[config.mk]
export PLATFORM = sky130hd
export DESIGN_NAME = tc_timer_flat
export DESIGN_NICKNAME = d
export VERILOG_FILES = /design/src/rtl/tc_timer_pkg.sv /design/src/rtl/tc_timer_if.sv /design/src/rtl/tc_timer_prescaler.sv /design/src/rtl/tc_timer.sv /design/src/flat_wrapper.sv
export SDC_FILE = /design/constraint.sdc
export NUM_CORES = 1
export LEC_CHECK = 0
export BUFFER_PORTS_ARGS = -buffer_cell sky130_fd_sc_hd__buf_2
export CAP_MARGIN = 15
export CORE_ASPECT_RATIO = 1.75
export CORE_MARGIN = 5
export CORE_UTILIZATION = 50
export DETAILED_ROUTE_END_ITERATION = 12
export PLACE_DENSITY = 0.86
export SETUP_SLACK_MARGIN = 0.05
export SLEW_MARGIN = 15
export SYNTH_ARGS = -nofsm -noshare
export SYNTH_HDL_FRONTEND = slang
export SYNTH_SLANG_ARGS = --single-unit
[constraint.sdc]
create_clock -name clk -period 3.9 [get_ports clk]
set_input_delay 0.585 -clock clk [delete_from_list [all_inputs] [get_ports clk]]
set_output_delay 0.585 -clock clk [all_outputs]
set_load 0.01 [all_outputs]
[src/rtl/tc_timer_pkg.sv]
// Shared definitions for the tc_timer peripheral: FSM state codes, CTRL bit
// positions, register offsets and the TC1/TC2 window bases (the same constants
// the MEM-stage load extender range-checks).
package tc_timer_pkg;

  typedef enum logic [1:0] {
    TC_IDLE = 2'd0,
    TC_LOAD = 2'd1,
    TC_CNT  = 2'd2,
    TC_INT  = 2'd3
  } tc_state_e;

  // CTRL register layout: {[4+]PSC (prescale build only), [3]IM, [2:1]MODE, [0]EN}
  localparam int TC_CTRL_EN       = 0;
  localparam int TC_CTRL_MODE_LSB = 1;
  localparam int TC_CTRL_IM       = 3;
  localparam int TC_CTRL_PSC_LSB  = 4;
  localparam int TC_CTRL_BASE_W   = 4;

  // MODE encodings; anything other than auto-reload behaves as one-shot
  localparam logic [1:0] TC_MODE_ONESHOT = 2'b00;
  localparam logic [1:0] TC_MODE_RELOAD  = 2'b01;

  // Byte offsets inside the 3-word window
  localparam logic [31:0] TC_OFF_CTRL   = 32'h0000_0000;
  localparam logic [31:0] TC_OFF_PRESET = 32'h0000_0004;
  localparam logic [31:0] TC_OFF_COUNT  = 32'h0000_0008;

  // Window bases of the two timer instances
  localparam logic [31:0] TC1_BASE = 32'h0000_7f00;
  localparam logic [31:0] TC2_BASE = 32'h0000_7f10;

  // Word-aligned byte offset of addr from base; the byte-lane bits are dropped
  // because the peripheral only supplies whole words.
  function automatic logic [31:0] tc_reg_off(input logic [31:0] addr,
                                             input logic [31:0] base);
    return (addr & 32'hffff_fffc) - base;
  endfunction

endpackage

[src/rtl/tc_timer_if.sv]
// Bridge-side bus of one timer window: word write strobe, address, write
// data, combinational read data and the level interrupt request to CP0.
interface tc_timer_if;
  logic [31:0] addr;
  logic        we;
  logic [31:0] din;
  logic [31:0] dout;
  logic        irq;

  modport master (
    output addr,
    output we,
    output din,
    input  dout,
    input  irq
  );

  modport slave (
    input  addr,
    input  we,
    input  din,
    output dout,
    output irq
  );
endinterface

[src/rtl/tc_timer_prescaler.sv]
// Decrement divider for tc_timer. Only present when TC_PRESCALE_EN is
// defined; the default build has no divider logic at all.
// Down-counter reloaded with PSC; a tick is issued on the terminal count, so
// an enabled divider ticks once every PSC+1 cycles. Clearing reloads PSC so
// the first tick after a clear lands PSC+1 cycles later.
`ifdef TC_PRESCALE_EN
module tc_prescaler #(
  parameter int W = 4
) (
  input  logic         clk,
  input  logic         reset,
  input  logic         clr_i,
  input  logic         en_i,
  input  logic [W-1:0] psc_i,
  output logic         tick_o
);

  logic [W-1:0] div_q;

  // Terminal-count compare drives the decrement tick
  assign tick_o = en_i && (div_q == '0);

  // Divider down-counter: reload on clear or terminal count
  always_ff @(posedge clk or negedge reset) begin
    if (!reset) begin
      div_q <= '0;
    end else if (clr_i) begin
      div_q <= psc_i;
    end else if (en_i) begin
      if (div_q == '0) begin
        div_q <= psc_i;
      end else begin
        div_q <= div_q - 1'b1;
      end
    end
  end

endmodule
`endif

[src/rtl/tc_timer.sv]
// tc_timer: memory-mapped down-counting timer with interrupt request.
// Window: CTRL at +0, PRESET at +4, COUNT at +8 (read-only); other
// addresses read as zero. Read data is combinational (zero latency).
// Optional feature macro: TC_PRESCALE_EN adds a PSC field at CTRL[4 +: PRESCALE_W]
// and a divider so COUNT decrements once every PSC+1 cycles.
//
// state   | meaning
// --------+---------------------------------------------------------------
// TC_IDLE | stopped; moves to TC_LOAD when EN is set
// TC_LOAD | copy PRESET into COUNT
// TC_CNT  | counting down; EN clear stops with COUNT held
// TC_INT  | expiry: set irq flag; one-shot clears EN, auto-reload relaunches
module tc_timer
  import tc_timer_pkg::*;
#(
  parameter logic [31:0] BASE_ADDR  = TC1_BASE,
  parameter int          PRESCALE_W = 4
) (
  input  logic   clk,
  input  logic   reset,
  tc_timer_if.slave bus
);

`ifdef TC_PRESCALE_EN
  localparam bit PSC_ON = 1'b1;
`else
  localparam bit PSC_ON = 1'b0;
`endif

  // CTRL only holds the PSC field when the prescaler is built in, so those
  // bits read back as zero and writes to them vanish in the default build.
  localparam int CTRL_W = TC_CTRL_BASE_W + (PSC_ON ? PRESCALE_W : 0);

  logic [CTRL_W-1:0] ctrl_q;
  logic [31:0]       preset_q;
  logic [31:0]       count_q;
  tc_state_e         state_q;
  logic              irq_flag_q;

  logic [31:0] reg_off;
  logic        wr_ctrl;
  logic        wr_preset;
  logic [31:0] rd_data;
  logic        tick;
  logic        ctrl_en;
  logic        mode_reload;

  assign reg_off     = tc_reg_off(bus.addr, BASE_ADDR);
  assign wr_ctrl     = bus.we && (reg_off == TC_OFF_CTRL);
  assign wr_preset   = bus.we && (reg_off == TC_OFF_PRESET);
  assign ctrl_en     = ctrl_q[TC_CTRL_EN];
  assign mode_reload = (ctrl_q[TC_CTRL_MODE_LSB +: 2] == TC_MODE_RELOAD);

  // Zero-latency read mux; COUNT writes are simply not decoded
  always_comb begin
    rd_data = 32'h0;
    case (reg_off)
      TC_OFF_CTRL:   rd_data = {{(32 - CTRL_W){1'b0}}, ctrl_q};
      TC_OFF_PRESET: rd_data = preset_q;
      TC_OFF_COUNT:  rd_data = count_q;
      default:       rd_data = 32'h0;
    endcase
  end

  assign bus.dout = rd_data;
  assign bus.irq  = ctrl_q[TC_CTRL_IM] & irq_flag_q;

`ifdef TC_PRESCALE_EN
  logic [PRESCALE_W-1:0] psc_sel;
  logic                  div_clr;
  logic                  div_en;

  // On a CTRL write the divider must pick up the PSC being written, not the old one
  assign psc_sel = wr_ctrl ? bus.din[TC_CTRL_PSC_LSB +: PRESCALE_W]
                           : ctrl_q[TC_CTRL_PSC_LSB +: PRESCALE_W];
  assign div_clr = (state_q == TC_LOAD) || wr_ctrl;
  assign div_en  = (state_q == TC_CNT) && ctrl_en;

  tc_prescaler #(
    .W (PRESCALE_W)
  ) u_prescaler (
    .clk    (clk),
    .reset  (reset),
    .clr_i  (div_clr),
    .en_i   (div_en),
    .psc_i  (psc_sel),
    .tick_o (tick)
  );
`else
  assign tick = 1'b1;
`endif

  // Register file and sequencing FSM; software writes are applied last so they
  // win over the hardware EN clear and the irq flag set in TC_INT.
  always_ff @(posedge clk or negedge reset) begin
    if (!reset) begin
      ctrl_q     <= '0;
      preset_q   <= 32'h0;
      count_q    <= 32'h0;
      state_q    <= TC_IDLE;
      irq_flag_q <= 1'b0;
    end else begin
      case (state_q)
        TC_IDLE: begin
          // Auto-reload flag lives for exactly the cycle after TC_INT
          if (mode_reload) begin
            irq_flag_q <= 1'b0;
          end
          if (ctrl_en) begin
            state_q <= TC_LOAD;
          end
        end
        TC_LOAD: begin
          count_q <= preset_q;
          state_q <= TC_CNT;
        end
        TC_CNT: begin
          if (!ctrl_en) begin
            state_q <= TC_IDLE;
          end else if (tick) begin
            // PRESET of 0 or 1 expires on the first decrement opportunity
            if (count_q > 32'd1) begin
              count_q <= count_q - 32'd1;
            end else begin
              count_q <= 32'h0;
              state_q <= TC_INT;
            end
          end
        end
        TC_INT: begin
          irq_flag_q <= 1'b1;
          state_q    <= TC_IDLE;
          if (!mode_reload) begin
            ctrl_q[TC_CTRL_EN] <= 1'b0;
          end
        end
        default: begin
          state_q <= TC_IDLE;
        end
      endcase

      if (wr_preset) begin
        preset_q <= bus.din;
      end

      if (wr_ctrl) begin
        ctrl_q     <= bus.din[CTRL_W-1:0];
        irq_flag_q <= 1'b0;
      end
    end
  end

endmodule

[src/flat_wrapper.sv]
// flat-port wrapper written by rule: the top's interface ports become plain ports
module tc_timer_flat import tc_timer_pkg::*;
#(
  parameter logic [31:0] BASE_ADDR  = TC1_BASE,
  parameter int          PRESCALE_W = 4
)
  (clk, reset, bus_addr, bus_we, bus_din, bus_dout, bus_irq);
  tc_timer_if bus_i ();
  input  logic clk;
  input  logic reset;
  input wire logic [$bits(bus_i.addr)-1:0] bus_addr;
  input wire logic [$bits(bus_i.we)-1:0] bus_we;
  input wire logic [$bits(bus_i.din)-1:0] bus_din;
  output wire logic [$bits(bus_i.dout)-1:0] bus_dout;
  output wire logic [$bits(bus_i.irq)-1:0] bus_irq;
  assign bus_i.addr = bus_addr;
  assign bus_i.we = bus_we;
  assign bus_i.din = bus_din;
  assign bus_dout = bus_i.dout;
  assign bus_irq = bus_i.irq;
  tc_timer #(.BASE_ADDR(BASE_ADDR), .PRESCALE_W(PRESCALE_W)) u_core (.clk(clk), .reset(reset), .bus(bus_i));
endmodule
### Word level (Yosys, flattened, before mapping)

Cells that the tools add are included.

* add/sub/neg operators: 2
* $lt $le $gt $ge: 1
* equal/unequal tests: 11
* multiplexer cells: 14
* bitwise operators: 1
* reductions and logical operators: 11

Operators by type and width (count)
* $pmux W32 S3: 1
* $mux W32: 2
* $pmux W32 S2: 1
* $eq A32 B3 Y1 const B: 1
* $eq A32 B4 Y1 const B: 1
* $gt A32 B1 Y1 const B: 1
* $logic_not A32 Y1: 1
* $sub A32 B1 Y32 const B: 1
* $sub A32 B15 Y32 const B: 1
* $pmux W2 S4: 1
* $reduce_and A2 Y1: 4
* $mux W2: 3
* $ne A2 B1 Y1 const B: 3
* $mux W1: 5
* $eq A2 B1 Y1 const B: 2
* $eq A2 B2 Y1 const B: 2
* $reduce_bool A2 Y1: 2
* $ne A3 B1 Y1 const B: 1
* $ne A3 B3 Y1 const B: 1
* $reduce_bool A3 Y1: 1
* $logic_and A1 B1 Y1: 2
* $logic_not A2 Y1: 1
* $pmux W1 S2: 1
* $and A1 B1 Y1: 1

* register bits after elaboration: 71

### Logic depth before layout (Yosys ltp)

* depth in word-level cells: 5
* depth in mapped cells: 9

### Least setup slack after synthesis

No wires, ideal clock.

* kind: input to output
* start point: input bus_addr[29]
* end point: output bus_dout[10]
* arrival: 2027 ps
* data required time: 3315 ps
* slack: 1288 ps
* stages on the path: 5
* buffers on the path: 2
* cell sequence: or4b_1 > or4_1 > buf_2 > buf_1 > nor2_1

* word-level cells in the longest chain between the ends: 3
* elaborated cells between the ends (all ways): 5

Ends and longest elaborated chain
* start: declaration: RTL line flat_wrapper.sv:11 `input wire logic [$bits(bus_i.addr)-1:0] bus_addr;`
* $sub A32 B15 Y32 (*): RTL line tc_timer_pkg.sv:37 `return (addr & 32'hffff_fffc) - base;`
* $eq A32 B4 Y1, or another cell as far along: RTL line tc_timer.sv:57 `case (reg_off)`
* $pmux W32 S3 (*): RTL line tc_timer.sv:57
* end: declaration: RTL line flat_wrapper.sv:14 `output wire logic [$bits(bus_i.dout)-1:0] bus_dout;`

Mark *: on every way between the ends. The rest lies on a longest branch, timed or not.

### Worst setup path in the final report

* start point: input bus_addr[23]
* end point: output bus_dout[7]

Same word-level chain as after synthesis.

==> results_dict.tcl <==
set metrics [dict create \
    grtUsageMet2_pct 41.1 \
    antenna_found_initial 0 \
    clockBufferDepth 2 \
    layout-drive-gt1-share_pct 33.4 \
    std_cell_rows 44 \
    slew_headroom_pct 34.8 \
    grt_setup_unrepaired "no" \
    numPortBuffers 97 \
    vias 4058 \
    h-tree-depth 3 \
    vdd.ir_drop.worst_mv 0.247 \
    critPathKind "in -> out" \
    core_sq_mm 0.00837 \
    drtIter0Drc 391 \
    gp_congestion 0.907 \
    leakage_nw 2.45 \
    initial_core_util_pct 51.4 \
    arrival_ns 2.25 \
    post-route-drc-count 0 \
    instances_no_fill 648 \
    rr_startpoint "u_core.count_q[14]" \
    dieHeight_um 133 \
    layout_min_cycle_time_ns 2.84 \
    grt_pass1_vias 4206 \
    syn_to_final_growth_pct 19.2 \
    viasPerCell 6.26 \
    synth_area_sq_mm 0.00430 \
    fill_cells 711 \
    die-area_sq_mm 0.0106 \
    syn-instance-count 446 \
    synth_seq_cells 71 \
    clkLatencyLatePin_ns 0.34 \
    die_x_um 80.1 \
    startpoint "bus_addr[23]" \
    worstPathMaxFanout 34 \
    avgSynthCellArea_sq_um 9.64 \
    status "complete, no violations" \
    synth_edf_count 0 \
    cts_resized 0 \
    cts-root-buf "clkbuf_16" \
    diodes 0 \
    setup_tns_ns 0 \
    ys_seq_area_share_pct 41.3 \
    async_reset_ff_share_pct 100 \
    synth_area_leader_cell "dfrtp_1" \
    synthesis.nets 520 \
    synth.area.top_cells "dfrtp_1 (41%), mux2_2 (9.2%), a22oi_1 (6.5%), nor2_1 (4.8%), nand2_1 (2.5%)" \
    p_per_area_mw_per_mm2 308 \
    postRouteAntennaNets 0 \
    cts_buffers 9 \
    grt_max_degree 40 \
    ys_types 66 \
    final_common_cell "buf_2" \
    cp_data_required_time_ns 3.31 \
    ios 100 \
    track_usage_pct 23.8 \
    setup_viol 0 \
    finClkSkew_ns 0.00450 \
    finalHoldViolCount 0 \
    dp_hpwl_mm 8.68 \
    cts_setup_buffers 0 \
    period_share_pct 72.8 \
    multi_input_area_sq_mm 0.00236 \
    crit_end "bus_dout[7]" \
    top_usage_layer "met2" \
    r2r_cells 5 \
    reg2reg_to "u_core.count_q[12]" \
    clock_sinks 71 \
    maxCapViolations 0 \
    hold_path.class "in -> async" \
    synth_ff_type "dfrtp_1" \
    drv_slew 0 \
    grtUsageMet3_pct 5.31 \
    postCtsHoldBufs 0 \
    synth_top_area_share_pct 41.3 \
    dp_cells 634 \
    endpoint_kind "output pin" \
    tightest_slew_ns 0.977 \
    max_freq_ghz 0.352 \
    seqCellArea_sq_mm 0.00178 \
    wl_per_cell_um 18.8 \
    synth_warnings 0 \
    worstSetupStartpointType "input port" \
    finalWirelength_mm 12.2 \
    overflow 0 \
    cts_tree "done" \
    clk_transition_reported_paths_ns 0.05 \
    grt.met1_usage_pct 26.6 \
    grt_pass1_wl_mm 20.0 \
    nets 604 \
    layout_common_cells "buf_2 (97), dfrtp_1 (71), nor2_1 (54)" \
    drt_first_pass_iters 6 \
    r2r_slack_ns 1.15 \
]
## cell type report
class                   count  share of cell area, %
multi-input cells         336                   46.1
flip-flops and latches     71                   34.7
repair buffers            106                   10.8
clock buffers              13                   5.08
well taps                 115                   2.81
inverters                   6                  0.439
clock inverters             1                 0.0977
## per-stage QoR
stage	area [sq um]	worst slack (ns)	hold slack (ns)	total power [mW]	utilization, %
2_1_floorplan	4300	1.29	0.289	0.786	-
3_3_place_gp	4860	1.06	0.509	0.840	58.1
3_5_place_dp	4860	0.973	0.524	0.844	58.1
4_1_cts	5120	1.04	0.387	1.59	61.2
5_1_grt	5120	0.862	0.437	1.63	61.2
6_report	5120	1.06	0.367	1.58	61.2
## logic make-up (layout without fill, tap and decap cells)
family | count (synthesis) | after routing | synth area share (%)
and+or+nand+nor | 164 | 164 | 20.9
DFF | 71 | 71 | 41.3
AOI/OAI and AO/OA | 119 | 119 | 20.0
adders and majority gates | 7 | 7 | 2.04
xor gates and xnor gates | 1 | 1 | 0.204
buffers and inverters | 39 | 126 | 3.96
muxes | 45 | 45 | 11.5
## where the power goes
part | internal (mW) | total [mW] | switching (mW)
Sequential | 0.738 | 0.740 | 0.00122
Clock | 0.457 | 0.747 | 0.291
Combinational | 0.0362 | 0.0913 | 0.0551
## registers in the layout (all words and copies together) (netlist names)
| signal | flops |
|---|---|
| u_core.irq_flag_q | 1 |
| u_core.state_q | 2 |
| u_core.ctrl_q | 4 |
| u_core.preset_q | 32 |
| u_core.count_q | 32 |
## worst max-delay path, stage by stage
cell and delay, ns:
buf_2 0.10, nor4b_1 0.37, nand4_1 0.13, or4_1 0.47, buf_4 0.28, nor2_1 0.17, buf_2 0.15
## how the worst min path moves through the flow
stage / startpoint / end / slack (ns) / cells after the start
floorplan: reset / u_core.count_q[0] / 0.29 / 0
global route: reset / u_core.preset_q[27] / 0.44 / 1
finish: reset / u_core.preset_q[27] / 0.37 / 1
CTS: reset / u_core.preset_q[27] / 0.39 / 1
global placement: u_core.ctrl_q[3] / u_core.ctrl_q[3] / 0.51 / 1
detailed placement: u_core.preset_q[1] / u_core.preset_q[1] / 0.52 / 1
## Yosys cell counts, drive strengths merged (5+ instances only)
| cell | count |
|---|---|
| dfrtp | 71 |
| nor2 | 56 |
| a22oi | 37 |
| mux2 | 36 |
| nand2 | 30 |
| clkbuf | 24 |
| a21oi | 13 |
| o21ai | 12 |
| nand3 | 11 |
| or4 | 10 |
| buf | 9 |
| mux2i | 9 |
| o211ai | 9 |
| a31oi | 8 |
| ha | 7 |
| nand4 | 7 |
| nor3 | 7 |
| nor4 | 7 |
| o311ai | 7 |
| inv | 6 |
| o31ai | 6 |
| nand3b | 5 |
## routing by layer
| metal | part of all wire [%] | vias up |
|---|---|---|
| met5 | 0 | - |
| met3 | 6.6 | 29 |
| met4 | 3.5 | 0 |
| met2 | 53 | 223 |
| li1 | - | 1859 |
| met1 | 37 | 1947 |
Power figures use the tool's default switching activity.
